### src/rtl/uart_rx.sv
// uart_rx: oversampling UART receiver (8 data bits, LSB first, optional parity)
//          that pushes each received byte plus its error flags into an RX FIFO.
//
// Parameters
//   CLK_FREQ       informational system clock frequency; no logic depends on it
//
// Ports
//   clk            system clock
//   rst_n          asynchronous active-low reset
//   rx             asynchronous serial input, idle high
//   baud_divisor   clocks per bit (>= 4), captured at the start of each frame
//   i_parity_type  00 none, 01 even, 11 odd, 10 mark; captured with the divisor
//   i_fifo_full    RX FIFO full, sampled in the stop-bit sample cycle
//   o_fifo_wr_en   one-cycle FIFO write strobe
//   o_fifo_wdata   {frame_err, parity_err, data[7:0]}, valid with o_fifo_wr_en
//   o_overrun      one-cycle pulse when a frame completes while the FIFO is full
//   o_busy         high whenever the receiver is not idle
//
// Build option
//   UART_RX_MAJORITY_EN  each bit is the 2-of-3 majority of the synchronised
//                        line around the sample point; the decision (and the
//                        write strobe) lands one clock later.
module uart_rx #(
    parameter int CLK_FREQ = 50000000
) (
    input  logic        clk,
    input  logic        rst_n,
    input  logic        rx,
    input  logic [15:0] baud_divisor,
    input  logic [1:0]  i_parity_type,
    input  logic        i_fifo_full,
    output logic        o_fifo_wr_en,
    output logic [9:0]  o_fifo_wdata,
    output logic        o_overrun,
    output logic        o_busy
);

    localparam logic [2:0] S_IDLE   = 3'd0;
    localparam logic [2:0] S_START  = 3'd1;
    localparam logic [2:0] S_DATA   = 3'd2;
    localparam logic [2:0] S_PARITY = 3'd3;
    localparam logic [2:0] S_STOP   = 3'd4;
    localparam logic [2:0] S_BREAK  = 3'd5;

    if (CLK_FREQ <= 0) begin : g_bad_clk_freq
        $error("uart_rx: CLK_FREQ must be positive");
    end

    logic        rx_meta_q, rx_s_q;
    logic [2:0]  state_q, state_d;
    logic [15:0] clk_cnt_q, clk_cnt_d;
    logic [15:0] div_q, div_d;
    logic [1:0]  ptype_q, ptype_d;
    logic [2:0]  bit_cnt_q, bit_cnt_d;
    logic [7:0]  shift_q, shift_d;
    logic        parity_err_q, parity_err_d;
    logic        wr_en_q, wr_en_d;
    logic        overrun_q, overrun_d;
    logic [9:0]  wdata_q, wdata_d;
    logic [15:0] sp;
    logic        tick;
    logic        bit_val;
    logic        exp_par;

    // START samples at mid-bit; every later bit is one full divisor after that.
    assign sp = (state_q == S_START) ? (div_q >> 1) - 16'd1 : div_q - 16'd1;

`ifdef UART_RX_MAJORITY_EN
    // Two previous synchronised samples: hist_q[0] was taken at sp, hist_q[1]
    // at sp-1 when the decision is made at sp+1.
    logic [1:0] hist_q;
    // The counter is reloaded to 1 rather than 0 because the decision is made a
    // clock late; this keeps every sample window centred on the same bit grid
    // as the single-sample build, so bit spacing stays exactly div.
    localparam logic [15:0] CNT_RELOAD = 16'd1;
    always_ff @(posedge clk or negedge rst_n) begin
        if (!rst_n) hist_q <= 2'b11;
        else        hist_q <= {hist_q[0], rx_s_q};
    end
    assign tick    = clk_cnt_q == sp + 16'd1;
    assign bit_val = (hist_q[1] & hist_q[0]) | (hist_q[1] & rx_s_q) | (hist_q[0] & rx_s_q);
`else
    localparam logic [15:0] CNT_RELOAD = 16'd0;
    assign tick    = clk_cnt_q == sp;
    assign bit_val = rx_s_q;
`endif

    // Even is ^data, odd is its inverse (ptype[1] set), mark is constant 1.
    assign exp_par = (ptype_q == 2'b10) ? 1'b1 : ((^shift_q) ^ ptype_q[1]);

    always_comb begin
        state_d      = state_q;
        clk_cnt_d    = tick ? CNT_RELOAD : clk_cnt_q + 16'd1;
        div_d        = div_q;
        ptype_d      = ptype_q;
        bit_cnt_d    = bit_cnt_q;
        shift_d      = shift_q;
        parity_err_d = parity_err_q;
        wr_en_d      = 1'b0;
        overrun_d    = 1'b0;
        wdata_d      = wdata_q;
        case (state_q)
            S_IDLE: begin
                clk_cnt_d = '0;
                if (!rx_s_q) begin
                    state_d      = S_START;
                    div_d        = baud_divisor;
                    ptype_d      = i_parity_type;
                    parity_err_d = 1'b0;
                end
            end
            S_START: begin
                if (tick) begin
                    state_d   = bit_val ? S_IDLE : S_DATA;
                    bit_cnt_d = '0;
                end
            end
            S_DATA: begin
                if (tick) begin
                    shift_d   = {bit_val, shift_q[7:1]};
                    bit_cnt_d = bit_cnt_q + 3'd1;
                    if (bit_cnt_q == 3'd7) state_d = (ptype_q == 2'b00) ? S_STOP : S_PARITY;
                end
            end
            S_PARITY: begin
                if (tick) begin
                    parity_err_d = bit_val != exp_par;
                    state_d      = S_STOP;
                end
            end
            S_STOP: begin
                if (tick) begin
                    wr_en_d   = !i_fifo_full;
                    overrun_d = i_fifo_full;
                    if (!i_fifo_full) wdata_d = {~bit_val, (ptype_q != 2'b00) & parity_err_q, shift_q};
                    // Leaving at mid-stop-bit lets a back-to-back start bit be caught.
                    state_d   = bit_val ? S_IDLE : S_BREAK;
                end
            end
            S_BREAK: begin
                // A line held low must not retrigger a frame until it recovers.
                clk_cnt_d = '0;
                if (rx_s_q) state_d = S_IDLE;
            end
            default: state_d = S_IDLE;
        endcase
    end

    always_ff @(posedge clk or negedge rst_n) begin
        if (!rst_n) begin
            rx_meta_q    <= 1'b1;
            rx_s_q       <= 1'b1;
            state_q      <= S_IDLE;
            clk_cnt_q    <= '0;
            div_q        <= '0;
            ptype_q      <= '0;
            bit_cnt_q    <= '0;
            shift_q      <= '0;
            parity_err_q <= 1'b0;
            wr_en_q      <= 1'b0;
            overrun_q    <= 1'b0;
            wdata_q      <= '0;
        end else begin
            rx_meta_q    <= rx;
            rx_s_q       <= rx_meta_q;
            state_q      <= state_d;
            clk_cnt_q    <= clk_cnt_d;
            div_q        <= div_d;
            ptype_q      <= ptype_d;
            bit_cnt_q    <= bit_cnt_d;
            shift_q      <= shift_d;
            parity_err_q <= parity_err_d;
            wr_en_q      <= wr_en_d;
            overrun_q    <= overrun_d;
            wdata_q      <= wdata_d;
        end
    end

    assign o_fifo_wr_en = wr_en_q;
    assign o_fifo_wdata = wdata_q;
    assign o_overrun    = overrun_q;
    assign o_busy       = state_q != S_IDLE;

endmodule

### config.mk
export PLATFORM = sky130hd
export DESIGN_NAME = uart_rx
export DESIGN_NICKNAME = d
export VERILOG_FILES = /design/src/rtl/uart_rx.sv
export SDC_FILE = /design/constraint.sdc
export NUM_CORES = 1
export LEC_CHECK = 0
export CORE_UTILIZATION = 42
export DETAILED_ROUTE_END_ITERATION = 10
export PLACE_DENSITY_LB_ADDON = 0.08
export RECOVER_POWER = 25
export SYNTH_ARGS = -nofsm -noshare
export SYNTH_HDL_FRONTEND = slang
export SYNTH_SLANG_ARGS = --single-unit
### constraint.sdc
create_clock -name clk -period 4.1 [get_ports clk]
set_input_delay 0.82 -clock clk [delete_from_list [all_inputs] [get_ports clk]]
set_output_delay 0.82 -clock clk [all_outputs]
set_load 0.01 [all_outputs]
; Word level (Yosys, flattened, before mapping)
; Index checks and enable logic that the tools add are counted.
[totals]
inputBits = 22
out_inout_bits = 13
word_cells = 76
reg_bits = 63
[op_classes]
n_bitwise = 4
reduce_logical = 15
mux = 25
n_eq_ne = 16
n_addsub = 4
[ops]
columns = operator, count
row1 = 16-bit 2-to-1 mux, 3
row2 = 3-bit 2-to-1 mux, 11
row3 = 3-bit one-hot mux with 6 select lines, 1
row4 = "16-bit by 1-bit adder with 16-bit output, second input constant", 1
row5 = 16-bit == test, 1
row6 = "15-bit by 1-bit subtractor with 16-bit output, second input constant", 1
row7 = "16-bit by 1-bit subtractor with 16-bit output, second input constant", 1
row8 = "2-bit inequality test, second input constant", 7
row9 = "3-bit == test, second input constant", 3
row10 = 3-bit AND reduction, 3
row11 = 8-bit parity, 1
row12 = 1-bit 2-to-1 mux, 7
row13 = 7-bit AND reduction, 1
row14 = "3-bit by 2-bit == test with 1-bit output, second input constant", 2
row15 = 3-bit one-hot mux with 2 select lines, 1
row16 = 2-bit nonzero test, 3
row17 = 2-bit AND reduction, 2
row18 = "3-bit by 1-bit adder with 3-bit output, second input constant", 1
row19 = "3-bit by 1-bit == test with 1-bit output, second input constant", 1
row20 = 3-bit logical NOT, 1
row21 = 3-bit nonzero test, 1
row22 = "2-bit == test, second input constant", 1
row23 = 2-bit logical NOT, 1
row24 = 2-bit 2-to-1 mux, 1
row25 = 7 further kinds, 8

; Longest topological paths before layout
[logic_depth]
word_depth = 6
depth_mapped = 18
ltp_nobuf = 13

; Worst setup path after synthesis
; Ideal clock, no wire load.
[synth_timing]
path_type = flip-flop to flip-flop
start = reg state_q[2]
end = reg wdata_q[0], in the netlist o_fifo_wdata[0]
setup_slack_ns = -0.418
period_less_slack_ns = 4.518
path_buffers = 4
path_stages_with_launch = 17
setup_time_ns = 0.125
t_arrival_ns = 4.393
t_required_ns = 3.975
path_cell_list = dfrtp_1 -> buf_2 -> nor3b_2 -> buf_4 -> mux2i_1 -> ha_1 -> or4b_1 -> buf_2 -> a21oi_1 -> nor3b_1 -> o221a_2 -> o2111ai_2 -> nor4_4 -> nand2_2 -> or4b_1 -> buf_6 -> mux2_4
[synth_via]
elab_chain_len = 4
elab_cells_between_ends = 5
cone_classes = eq/ne (3) / mux (1) / reduce/logical (1)
[synth_lines]
columns = item, line_no
row1 = start: declaration, 50  ; logic [2:0] state_q, state_d;
row2 = start signal: assignment, 166  ; state_q <= state_d;
row3 = 3-bit by 1-bit == test with 1-bit output, 66  ; assign sp = (state_q == S_START) ? (div_q >> 1) - 16'd1 : div_q - 16'd1;
row4 = 16-bit 2-to-1 mux, 66
row5 = 16-bit == test, 84  ; assign tick = clk_cnt_q == sp;
row6 = 3-bit AND reduction (no source line) (*), -
row7 = end signal: assignment, 175  ; wdata_q <= wdata_d;
row8 = end: declaration, 59  ; logic [9:0] wdata_q, wdata_d;
; Mark *: on every way between the ends. The rest lies on a longest branch, timed or not.
; A chain may end at the register's enable or synchronous reset.

; Worst setup path in the final report
[layout_timing]
start = reg state_q[1]
end = reg wdata_q[3], in the netlist o_fifo_wdata[3]
; Same word-level chain as after synthesis.

==> metrics.yaml <==
hold_path:
  hp-class: "reg -> reg"
  holdCritStartpoint: "rx_meta_q$_DFF_PN1_"
floorplan:
  chipWidth_microns: 101
  ios: 35
  start_util: 0.437
  rows: 35
  core_area_sq_mm: 0.00933
  die_y_microns: 101
  die_area_sq_mm: 0.0101
power_and_ir_drop:
  clockPowerShare: 0.183
  p_per_area_mw_per_mm2: 678
  combinationalPowerShare: 0.544
  p_int_mw: 1.91
  ir_worst_vdd_mv: 0.301
  p_seq_frac: 0.274
  swShare: 0.434
  p_switching_mw: 1.46
  p_leak_nw: 2.13
clock_tree:
  cts_tree: "done"
  hold_buffers: 0
  numCtsBuffers: 9
  clk_latency_ps: 360
  h-tree-depth: 3
  path_clk_slew_ps: 80
  clockBufferDepth: 2
  clock-sinks: 63
  cts_root_buf: "clkbuf_8"
critical_path:
  path_max_fanout: 10
  critPathArrivalTime_ps: 4220
  path_cells: "nor3b_4, mux2i_2, ha_2, or4b_4, a211oi_4, a32o_1, o21a_1, o21ai_0, nor4_4, nand2_2, or4b_1, buf_6, mux2_4"
  critical_path.startpoint_type: "register"
  crit_type: "reg -> reg"
  slowest_stage: "or4b_4"
  crit_path_end_kind: "register"
  cp-startpoint: "state_q[1]$_DFFE_PN0P_"
  required_ps: 4340
  regToRegStartpoint: "state_q[1]$_DFFE_PN0P_"
  max_stage_delay_ps: 520
cells_and_area:
  mostFrequentLayoutCells: "dfrtp_1, nor2_1, clkdlybuf4s50_1"
  layout.nets: 489
  final_cell_area_sq_mm: 0.00497
  postLayoutCoreUtil: 0.532
  finalNonFillerCells: 597
  final_layout_size_suffix_gt1_frac: 0.224
  antenna_cells: 0
  areaGrowthSynthToFinish_pct: 21.7
  fillers: 864
  final_common_cell: "dfrtp_1"
timing:
  maxSlewHeadroom: -0.102
  setup_viol: 0
  fin_crit_ps: 3980
  tightest_slew_ps: 1650
  fin_crit_sh: 0.972
  max_freq_mhz: 251
  drv_slew: 31
  whs_ps: 357
  timing.final.hold_violations: 0
  tns_ps: 0
  skew_ps: 15.0
placed_design:
  placed_cell_area_sq_mm: 0.00468
  port_buffers: 34
  dp_cells: 578
  hpwlAfterDp_mm: 7.13
  globalplace.congestion: 0.861
logic_synthesis:
  syn-cell-area_sq_mm: 0.00408
  ys_seq_elements: 63
  synth_ff_type: "dfrtp_1"
  ys_types: 70
  yosysSeqAreaShare: 0.387
  async_flop_share: 1.00
  synthCells: 413
  synth.avg_cell_area_sq_um: 9.88
  synth_edf_count: 0
  synth_fp_nets: 439
  synth_warnings: 0
outcome:
  status: "finished with violations"
  violations: "capacitance limit, slew limit"
drt:
  wl_per_cell_microns: 16.4
  routed_wl_mm: 9.79
  antenna_left: 0
  drcViolationCount: 0
  via_per_inst: 5.52
  drtIter0Drc: 132
  drt_first_pass_iters: 4
  vias: 3294
global_route:
  grt_max_degree: 31
  gr-total-overflow: 0
  grt_pass1_vias: 3067
  grtUsageTotal: 0.205
  grt_pass1_wl_mm: 15.7
  antenna_found_initial: 0
flow_run:
  cap_violations: 1
-- metrics by stage --
stage / total power, mW / worst slack [ps]
final: 3.37 / 117
after CTS: 3.32 / 36.8
after global routing: 3.60 / -13.5
after global placement: 2.66 / 135
after floorplan: 2.24 / -238
after detailed placement: 2.68 / 80.2
-- kinds of logic (layout without fill, tap and decap cells) --
logic type / count (synthesis) / after routing / share of synthesized area
and+or+nand+nor: 148 / 148 / 0.209
AOI/OAI and AO/OA: 79 / 79 / 0.146
DFF: 63 / 63 / 0.387
muxes: 42 / 42 / 0.122
buffers and inverters: 42 / 97 / 0.0488
xor gates and xnor gates: 35 / 35 / 0.0751
adders and majority gates: 4 / 4 / 0.0123
-- synthesized netlist by cell type, types with 8 or more instances --
library cell | n | area, sq um
nand3_1 | 16 | 80.1
o21ai_0 | 21 | 105
inv_1 | 16 | 60.1
and3_1 | 10 | 62.6
mux2_4 | 10 | 150
nor2_1 | 37 | 139
dfrtp_1 | 61 | 1530
mux2i_1 | 11 | 110
mux2_2 | 21 | 236
nand2_1 | 21 | 78.8
nand2b_1 | 8 | 50.1
xnor2_1 | 22 | 193
a21oi_1 | 10 | 50.1
xor2_1 | 13 | 114
nor3_1 | 8 | 40.0
clkbuf_1 | 14 | 52.6
nor2b_1 | 8 | 50.1
-- metal layers --
| metal | wire (microns) | global-route usage |
|---|---|---|
| met3 | 360 | 0.0451 |
| met4 | 136 | 0.0691 |
| met5 | 0 | 0 |
| met2 | 4630 | 0.323 |
| met1 | 4670 | 0.278 |
-- flip-flops by register name, summed over array words and instances, names as in the netlist --
register      cells
o_fifo_wdata     10
o_overrun         1
o_fifo_wr_en      1
parity_err_q      1
rx_meta_q         1
state_q           3
clk_cnt_q        16
bit_cnt_q         3
bit_val           1
shift_q           8
ptype_q           2
div_q            16
-- worst paths after layout --
kind,slack (ps),cells after the start,end
min in group asynchronous,870,1,div_q[3]$_DFFE_PN0P_
max reg2reg,120,13,o_fifo_wdata[3]$_DFFE_PN0P_
min reg2reg,360,0,bit_val$_DFF_PN1_
min,360,0,bit_val$_DFF_PN1_
max in group asynchronous,1730,2,o_fifo_wdata[5]$_DFFE_PN0P_
max,120,13,o_fifo_wdata[3]$_DFFE_PN0P_
-- power by group through the flow --
stage	registers [mW]	logic, mW	clock network (mW)
floorplan	0.854	1.38	0
global placement	0.926	1.73	0
detailed placement	0.932	1.75	0
CTS	0.920	1.76	0.635
global route	0.943	2.00	0.666
finish	0.921	1.83	0.615
-- final cells by class --
type | count | area (sq um) | area share
Clock inverter | 7 | 97.6 | 0.0197
Clock buffer | 9 | 124 | 0.0249
Inverter | 16 | 60.1 | 0.0121
Multi-Input combinational cell | 308 | 2370 | 0.478
Tap cell | 129 | 161 | 0.0325
Sequential cell | 63 | 1580 | 0.318
Timing Repair Buffer | 65 | 571 | 0.115
-- critical path, delay by kind of cell (launching register included) --
family                   cells  cell delay [ps]
adder cells (fa/ha/maj)      1              210
flip-flops                   1              460
buffers and inverters        1              180
multiplexers                 2              580
AO/OA/AOI/OAI                4              790
AND/OR/NAND/NOR              5             1650
-- timing repair --
item | CTS | global route
gates resized for setup | 0 | 9
endpoints found under the setup margin | 0 | 19
setup buffers | 0 | 3
Note: power is estimated with default switching activity, not from simulation.
